File: src/rtl/down_count_monitor.sv
// Samples an asynchronous ripple down counter, filters glitches and tracks legal
// down-steps, 0->max wraps (saturating count) and illegal jumps.
module down_count_monitor #(
    parameter int WIDTH         = 4,
    parameter int WRAP_CNT_W    = 8,
    parameter int STABLE_CYCLES = 2
) (
    input  logic                  clock,
    input  logic                  reset,
    input  logic [WIDTH-1:0]      cnt_in,
    input  logic                  enable,
    input  logic                  clear,
    output logic                  cnt_valid,
    output logic [WIDTH-1:0]      cnt_out,
    output logic                  step_pulse,
    output logic                  wrap_pulse,
    output logic [WRAP_CNT_W-1:0] wrap_count,
    output logic                  wrap_sat,
    output logic                  step_err,
    output logic                  zero_flag
);

    localparam int RUN_W = $clog2(STABLE_CYCLES + 1);
    localparam logic [RUN_W-1:0] RUN_MAX = RUN_W'(STABLE_CYCLES);

    typedef enum logic [1:0] {IDLE, ACQUIRE, TRACK} state_t;

    state_t state, state_n;

    logic [WIDTH-1:0]      s1, s2;
    logic [RUN_W-1:0]      run;
    logic                  accept;
    logic [WIDTH-1:0]      dec;

    logic                  cnt_valid_n;
    logic [WIDTH-1:0]      cnt_out_n;
    logic                  step_n, wrap_n;
    logic [WRAP_CNT_W-1:0] wcnt_n;
    logic                  wsat_n, err_n;

    // run = number of consecutive clock samples s2 has held its current value
    always_ff @(posedge clock or negedge reset) begin
        if (!reset) begin
            s1  <= '0;
            s2  <= '0;
            run <= '0;
        end else begin
            s1 <= cnt_in;
            s2 <= s1;
            if (s1 != s2)
                run <= RUN_W'(1);
            else if (run != RUN_MAX)
                run <= run + RUN_W'(1);
        end
    end

    assign accept = (run == RUN_MAX);
    assign dec    = cnt_out - WIDTH'(1);

    always_comb begin
        state_n     = state;
        cnt_valid_n = cnt_valid;
        cnt_out_n   = cnt_out;
        step_n      = 1'b0;
        wrap_n      = 1'b0;
        // clear takes effect first so a coincident event lands on the cleared value
        wcnt_n      = clear ? '0   : wrap_count;
        wsat_n      = clear ? 1'b0 : wrap_sat;
        err_n       = clear ? 1'b0 : step_err;

        if (!enable) begin
            state_n     = IDLE;
            cnt_valid_n = 1'b0;
        end else begin
            case (state)
                IDLE: state_n = ACQUIRE;
                ACQUIRE: begin
                    if (accept) begin
                        cnt_out_n   = s2;
                        cnt_valid_n = 1'b1;
                        state_n     = TRACK;
                    end
                end
                TRACK: begin
                    if (accept && (s2 != cnt_out)) begin
                        cnt_out_n = s2;
                        if (s2 == dec) begin
                            step_n = 1'b1;
                            if (cnt_out == '0) begin
                                wrap_n = 1'b1;
                                if (&wcnt_n)
                                    wsat_n = 1'b1;
                                else
                                    wcnt_n = wcnt_n + WRAP_CNT_W'(1);
                            end
                        end else begin
                            err_n = 1'b1;
                        end
                    end
                end
                default: state_n = IDLE;
            endcase
        end
    end

    always_ff @(posedge clock or negedge reset) begin
        if (!reset) begin
            state      <= IDLE;
            cnt_valid  <= 1'b0;
            cnt_out    <= '0;
            step_pulse <= 1'b0;
            wrap_pulse <= 1'b0;
            wrap_count <= '0;
            wrap_sat   <= 1'b0;
            step_err   <= 1'b0;
        end else begin
            state      <= state_n;
            cnt_valid  <= cnt_valid_n;
            cnt_out    <= cnt_out_n;
            step_pulse <= step_n;
            wrap_pulse <= wrap_n;
            wrap_count <= wcnt_n;
            wrap_sat   <= wsat_n;
            step_err   <= err_n;
        end
    end

    assign zero_flag = cnt_valid && (cnt_out == '0);

endmodule
File: config.mk
export PLATFORM = sky130hd
export DESIGN_NAME = down_count_monitor
export DESIGN_NICKNAME = d
export VERILOG_FILES = /design/src/rtl/down_count_monitor.sv
export SDC_FILE = /design/constraint.sdc
export NUM_CORES = 1
export LEC_CHECK = 0
export ABC_AREA = 1
export CAP_MARGIN = 10
export CORE_MARGIN = 4
export CORE_UTILIZATION = 52
export CTS_CLUSTER_DIAMETER = 60
export DETAILED_ROUTE_END_ITERATION = 16
export PLACE_DENSITY_LB_ADDON = 0.3
export SKIP_LAST_GASP = 1
export SYNTH_ARGS = -nofsm -noshare
export SYNTH_HDL_FRONTEND = slang
export SYNTH_SLANG_ARGS = --single-unit
File: constraint.sdc
create_clock -name clock -period 2.1 [get_ports clock]
set_input_delay 0.63 -clock clock [delete_from_list [all_inputs] [get_ports clock]]
set_output_delay 0.63 -clock clock [all_outputs]
set_load 0.01 [all_outputs]
==> results of run 1 <==
## placed cells by master (no fill, tap or decap), types with 2 or more instances in the layout
cell type        instances
buf_4                   19
clkbuf_4                 5
clkbuf_8                 2
clkdlybuf4s50_1         24
dfrtp_1                 29
ha_1                     4
inv_1                   28
inv_2                    7
nand2_1                 59
nand2_2                  2
nand3_1                 15
nand3_2                  2
nand3b_1                 2
nand4_1                  4
nor2_1                  24
nor2_4                   2
nor3_1                   2
o21ai_0                  3
o21ai_1                  4
xor2_1                   5
## repair_timing
action                     CTS  global route
setup endpoints to repair    1             2
setup buffers                0             1
resized for setup            2             2
## layout make-up
type,instances,area (sq um)
repair buffers,44,387.9
well taps,31,38.79
multi-input cells,134,671.9
inverters,35,131.4
flip-flops and latches,29,725.7
fillers,218,755.7
clock buffers,7,65.06
clock inverters,1,5.005
## worst max-delay path, stage by stage (launching register included)
cell and delay, ns:
dfrtp_1 0.39, buf_4 0.12, clkdlybuf4s50_1 0.52
## cells by family (layout without fill, tap and decap cells)
family,count (synthesis),after routing,share of synthesized area (%)
compound gates,8,8,2.603
xor+xnor,6,6,3.417
fa+ha+maj,4,4,3.255
buf+inv,36,87,9.276
flops,29,29,47.19
simple gates,116,116,34.26
## report_power, final
group          switching [mW]  leakage [nW]  internal, mW
registers              0.0157         0.359         0.575
clock network           0.192        0.0413         0.194
logic                  0.0733         0.656        0.0605
total                   0.281          1.06         0.829
## registers in the layout, summed over array words and instances (netlist names)
signal / flops
step_pulse: 1
wrap_sat: 1
wrap_count: 8
s2: 4
cnt_out: 4
s1: 4
step_err: 1
wrap_pulse: 1
cnt_valid: 1
run: 2
state: 2
## through the flow
stage,cell area (sq um),worst slack [ns],instances
floorplan,1538,0.3962,199
global placement,1951,-0.08596,272
detailed placement,1951,-0.2060,272
CTS,2021,0.01214,280
global route,2026,0.008293,281
finish,2026,0.1090,281
## metal layers
metal / part of all wire, % / GRT usage (%) / vias up
met2: 45 / 25.91 / 29
li1: - / - / 713
met3: 5.1 / 4.496 / 7
met4: 2.4 / 10.34 / 0
met1: 48 / 24.60 / 631
met5: 0 / 0 / -
## worst max-delay path by stage
stage,end,slack (ns),depth (start not counted)
2_1_floorplan,wrap_count[1]$_DFF_PN0_,0.40,11
3_3_place_gp,wrap_count[1]$_DFF_PN0_,-0.09,12
3_5_place_dp,wrap_count[1]$_DFF_PN0_,-0.21,12
4_1_cts,zero_flag,0.01,5
5_1_grt,zero_flag,0.008,5
6_report,cnt_out[1],0.11,2
==> reports/results.ini, run 1 <==
[status]
status=completed

[route]
routedWlPerCell_um=11.13
drc=0
vias=1380
wl_um=3128
first_iter_violations=41
final_antenna_net_count=0
avgViaCountPerCell=4.911
first_pass_iters=4

[cts]
cts_buffer_depth=2
htree_levels=2
cts_hold_buffers=0
root_buffer=clkbuf_4
numCtsBuffers=5
clock_latency_ns=0.33
cts.clk_slew.worst_paths_ns=0.09
clock-sinks=29
cts_tree=done

[sta]
max_freq_ghz=0.5023
skew_ns=0.005996
setup-violations-final=0
setup-tns-final_ns=0
post-route-period-util_pct=94.81
relSlewSlack_pct=75.83
rsz0062_at_grt=false
hold_violations=0
period_needed_ns=1.991
drv_slew=0
timing.hold.ws_ns=0.4003
worstMarginPinSlew_ns=0.3626

[die]
coreArea_sq_um=2781
ios=26
fp.dieH_um=62.38
die_area_sq_um=3891
initial_utilization_pct=55.29
die_x_um=62.38
row_count=19

[worst_setup_path]
reg2regPathDepth=13
reg2reg_slack_ns=0.34
end_kind=output port
reg2reg_to=wrap_count[6]$_DFF_PN0_
critPathArrivalTime_ns=1.36
path_max_fanout=3
crit_start=cnt_out[1]$_DFFE_PN0P_
crit_type=flip-flop to output port
crit_path_start_kind=flip-flop
r2r-start=cnt_out[1]$_DFFE_PN0P_
required_ns=1.47

[finish]
fin_nets=261
area_delta_synth_final_pct=31.73
drive_gt1_share_pct=17.20
antenna_cells=0
post-route-util_pct=72.83

[yosys]
syn_nets=211
ys.flop_type=dfrtp_1
synth.most_common_cell=nand2_1
synth_cell_types=22
synth_top_cell_by_area=dfrtp_1
yosys-top-cells-count=nand2_1, dfrtp_1, inv_1
synthArstFlopShare_pct=100.0
syn_area_sq_um=1538
synth.top_cell.area_share_pct=47.19
synth_area_leaders=dfrtp_1, nand2_1, inv_1, nor2_1, nand3_1
yosys_register_bits=29
synthCells=199
synth_edf_count=0
yosysSeqAreaShare_pct=47.19
yosys_warnings=0
synth_area_per_cell_sq_um=7.727

[min_path]
min_from=s1[1]$_DFF_PN0_
whs_endpoint=s2[1]$_DFF_PN0_
hold_class=flip-flop to flip-flop
min_path_cells=0

[global_route]
grt_pass1_vias=1297
overflow=0
grt_max_degree=30
grt_first_pass_wirelength_um=5630
grt_antenna_before_repair=0
grtUsageTotal_pct=18.05

[placed_design]
hpwl_um=2442
portBuffers=25
routabilityCongestion=0.9079

[power_and_ir_drop]
p_leak_nw=1.056
irDropWorstVdd_v=0.0005652
p_per_area_nw_per_um2=548.1
report.power.total_mw=1.110

[job]
max_cap_viol_count=0

Power figures use the tool's default switching activity.
==> inputs of run 2 (changes only) <==
--- a/config.mk
+++ b/config.mk
@@ -7,10 +7,13 @@
 export LEC_CHECK = 0
 export ABC_AREA = 1
 export CAP_MARGIN = 10
+export CELL_PAD_IN_SITES_DETAIL_PLACEMENT = 0
+export CELL_PAD_IN_SITES_GLOBAL_PLACEMENT = 1
 export CORE_MARGIN = 4
-export CORE_UTILIZATION = 52
+export CORE_UTILIZATION = 45
 export CTS_CLUSTER_DIAMETER = 60
 export DETAILED_ROUTE_END_ITERATION = 16
+export DONT_BUFFER_PORTS = 1
 export PLACE_DENSITY_LB_ADDON = 0.3
 export SKIP_LAST_GASP = 1
 export SYNTH_ARGS = -nofsm -noshare
==> run 2 against run 1 <==
Sequential power grew 0.7%. Sequential share of layout area grew 6.9 points. Global-route usage shrank 1.5 points. Critical path depth grew 2. Maximum frequency shrank 0.99%. Core utilization shrank 19 points. Cell count shrank 10%. Clock skew grew 0.0034 ns. Combinational power shrank 27%. Routed wire length shrank 1.7%. Hold slack lost 0.30 ns. Non-clock buffer count shrank 42. Critical endpoint is now zero_flag. Largest power group unchanged.
==> reports/results.ini, run 2 (same netlist as run 1, synthesis figures left out) <==
[power_and_ir_drop]
pwr-share-seq_pct=54.5
p_leak_nw=0.8814
switching_share_pct=26.42
p_per_area_nw_per_um2=640.7
clockPowerShare_pct=36.6
irDropWorstVdd_v=0.0004179
p_comb_share_pct=8.9
p_sw_mw=0.2882
internal_power_mw=0.8028

[worst_setup_path]
critPathArrivalTime_ns=1.38
slowest_stage=dfrtp_2
crit_chain=inv_2 > ha_2 > nand3_4 > nor2_4
reg2regPathDepth=10
end_kind=output port
max_stage_delay_ns=0.46
reg2reg_slack_ns=0.17
path_max_fanout=6
crit_start=cnt_out[1]$_DFFE_PN0P_
required_ns=1.47
reg2reg_to=wrap_count[1]$_DFF_PN0_
crit_path_start_kind=flip-flop
crit_family=flip-flops
r2r-start=cnt_out[1]$_DFFE_PN0P_
critical_path_buf_inv_count=1
crit_type=flip-flop to output port

[cts]
clock_latency_ns=0.33
cts_buffer_depth=2
cts.clk_slew.worst_paths_ns=0.10
cts_tree=done
clock-sinks=29
numCtsBuffers=5
root_buffer=clkbuf_4
post_cts_buffers=0
htree_levels=2

[sta]
hold_violations=0
setup-tns-final_ns=0
post-route-period-util_pct=95.76
worstMarginPinSlew_ns=0.3307
period_needed_ns=2.011
max_freq_ghz=0.4973
rsz0062_at_grt=false
relSlewSlack_pct=77.75
setup-violations-final=0
skew_ns=0.009377
drv_slew=0

[status]
status=completed

[placed_design]
dpl_cell_area_sq_um=1589
routabilityCongestion=0.8190
hpwl_um=2272
portBuffers=0

[finish]
largest_reg_flops=8
area_delta_synth_final_pct=10.74
fin_area_sq_um=1703
mostFrequentLayoutCells=nand2_1, inv_1, dfrtp_1
layout_commonest_cell=nand2_1
top_register=wrap_count
drive_gt1_share_pct=13.46
antenna_cells=0
fin_nets=219

[route]
vias=1203
avgViaCountPerCell=4.774
routedWlPerCell_um=12.20
wl_um=3074
final_antenna_net_count=0
wl_met2_um=1365
met1_length_um=1440
first_pass_iters=4
first_iter_violations=84
top_layer_used=met4
met3_wirelength_um=221
drc=0

[global_route]
grtUsageTotal_pct=16.51
grt_first_pass_wirelength_um=5388
grt_pass1_vias=1150
overflow=0
grt_max_degree=30
grt_antenna_before_repair=0

[min_path]
hold_class=primary input to async pin

[die]
initial_utilization_pct=48.77
die_area_sq_um=4416
fp.dieH_um=66.46
die_x_um=66.46
coreArea_sq_um=3153
ios=26
row_count=20

[job]
max_cap_viol_count=0

==> run 2: per-stage QoR <==
step / hold WS, ns / setup slack (ns) / utilization, % / total power, mW / std cells
global placement: 0.3351 / 0.2505 / 50.40 / 0.6837 / 243
detailed placement: 0.3354 / 0.1782 / 50.40 / 0.6862 / 243
CTS: 0.09788 / 0.02884 / 53.49 / 1.098 / 252
global route: 0.08922 / 0.01120 / 54.01 / 1.151 / 252
floorplan: 0.3344 / 0.3962 / - / 0.6688 / 199
finish: 0.1038 / 0.08906 / 54.01 / 1.091 / 252
==> run 2: worst max-delay path by stage <==
stage / to / cells after the start
global route: zero_flag / 4
CTS: zero_flag / 4
detailed placement: wrap_count[1]$_DFF_PN0_ / 11
global placement: wrap_count[1]$_DFF_PN0_ / 11
floorplan: wrap_count[1]$_DFF_PN0_ / 11
finish: zero_flag / 4
==> run 2: power groups by stage <==
stage          Clock [mW]  Sequential (mW)  Combinational (mW)
6_report            0.399            0.594              0.0975
3_5_place_dp            0            0.606              0.0807
4_1_cts             0.407            0.594              0.0973
5_1_grt             0.440            0.598               0.114
2_1_floorplan           0            0.603              0.0658
3_3_place_gp            0            0.605              0.0792
==> run 2: area by class of cell <==
| class | instances | area (sq um) |
|---|---|---|
| Multi-Input combinational cell | 134 | 691.9 |
| Fill cell | 311 | 1450 |
| Clock buffer | 7 | 65.06 |
| Tap cell | 44 | 55.05 |
| Sequential cell | 29 | 726.9 |
| Clock inverter | 1 | 5.005 |
| Timing Repair Buffer | 2 | 27.53 |
| Inverter | 35 | 131.4 |
==> run 2: repair_timing <==
item / in CTS / in global routing
pin swaps: 1 / 0
hold buffers: 1 / 0
endpoints found under the setup margin: 1 / 2
hold endpoints to repair: 29 / 0
resized for setup: 2 / 4
==> run 2: routing by layer <==
metal | up-vias | GRT usage, %
met5 | - | 0
met4 | 0 | 6.091
met3 | 6 | 6.745
met2 | 32 | 23.92
met1 | 529 | 22.00
li1 | 636 | -
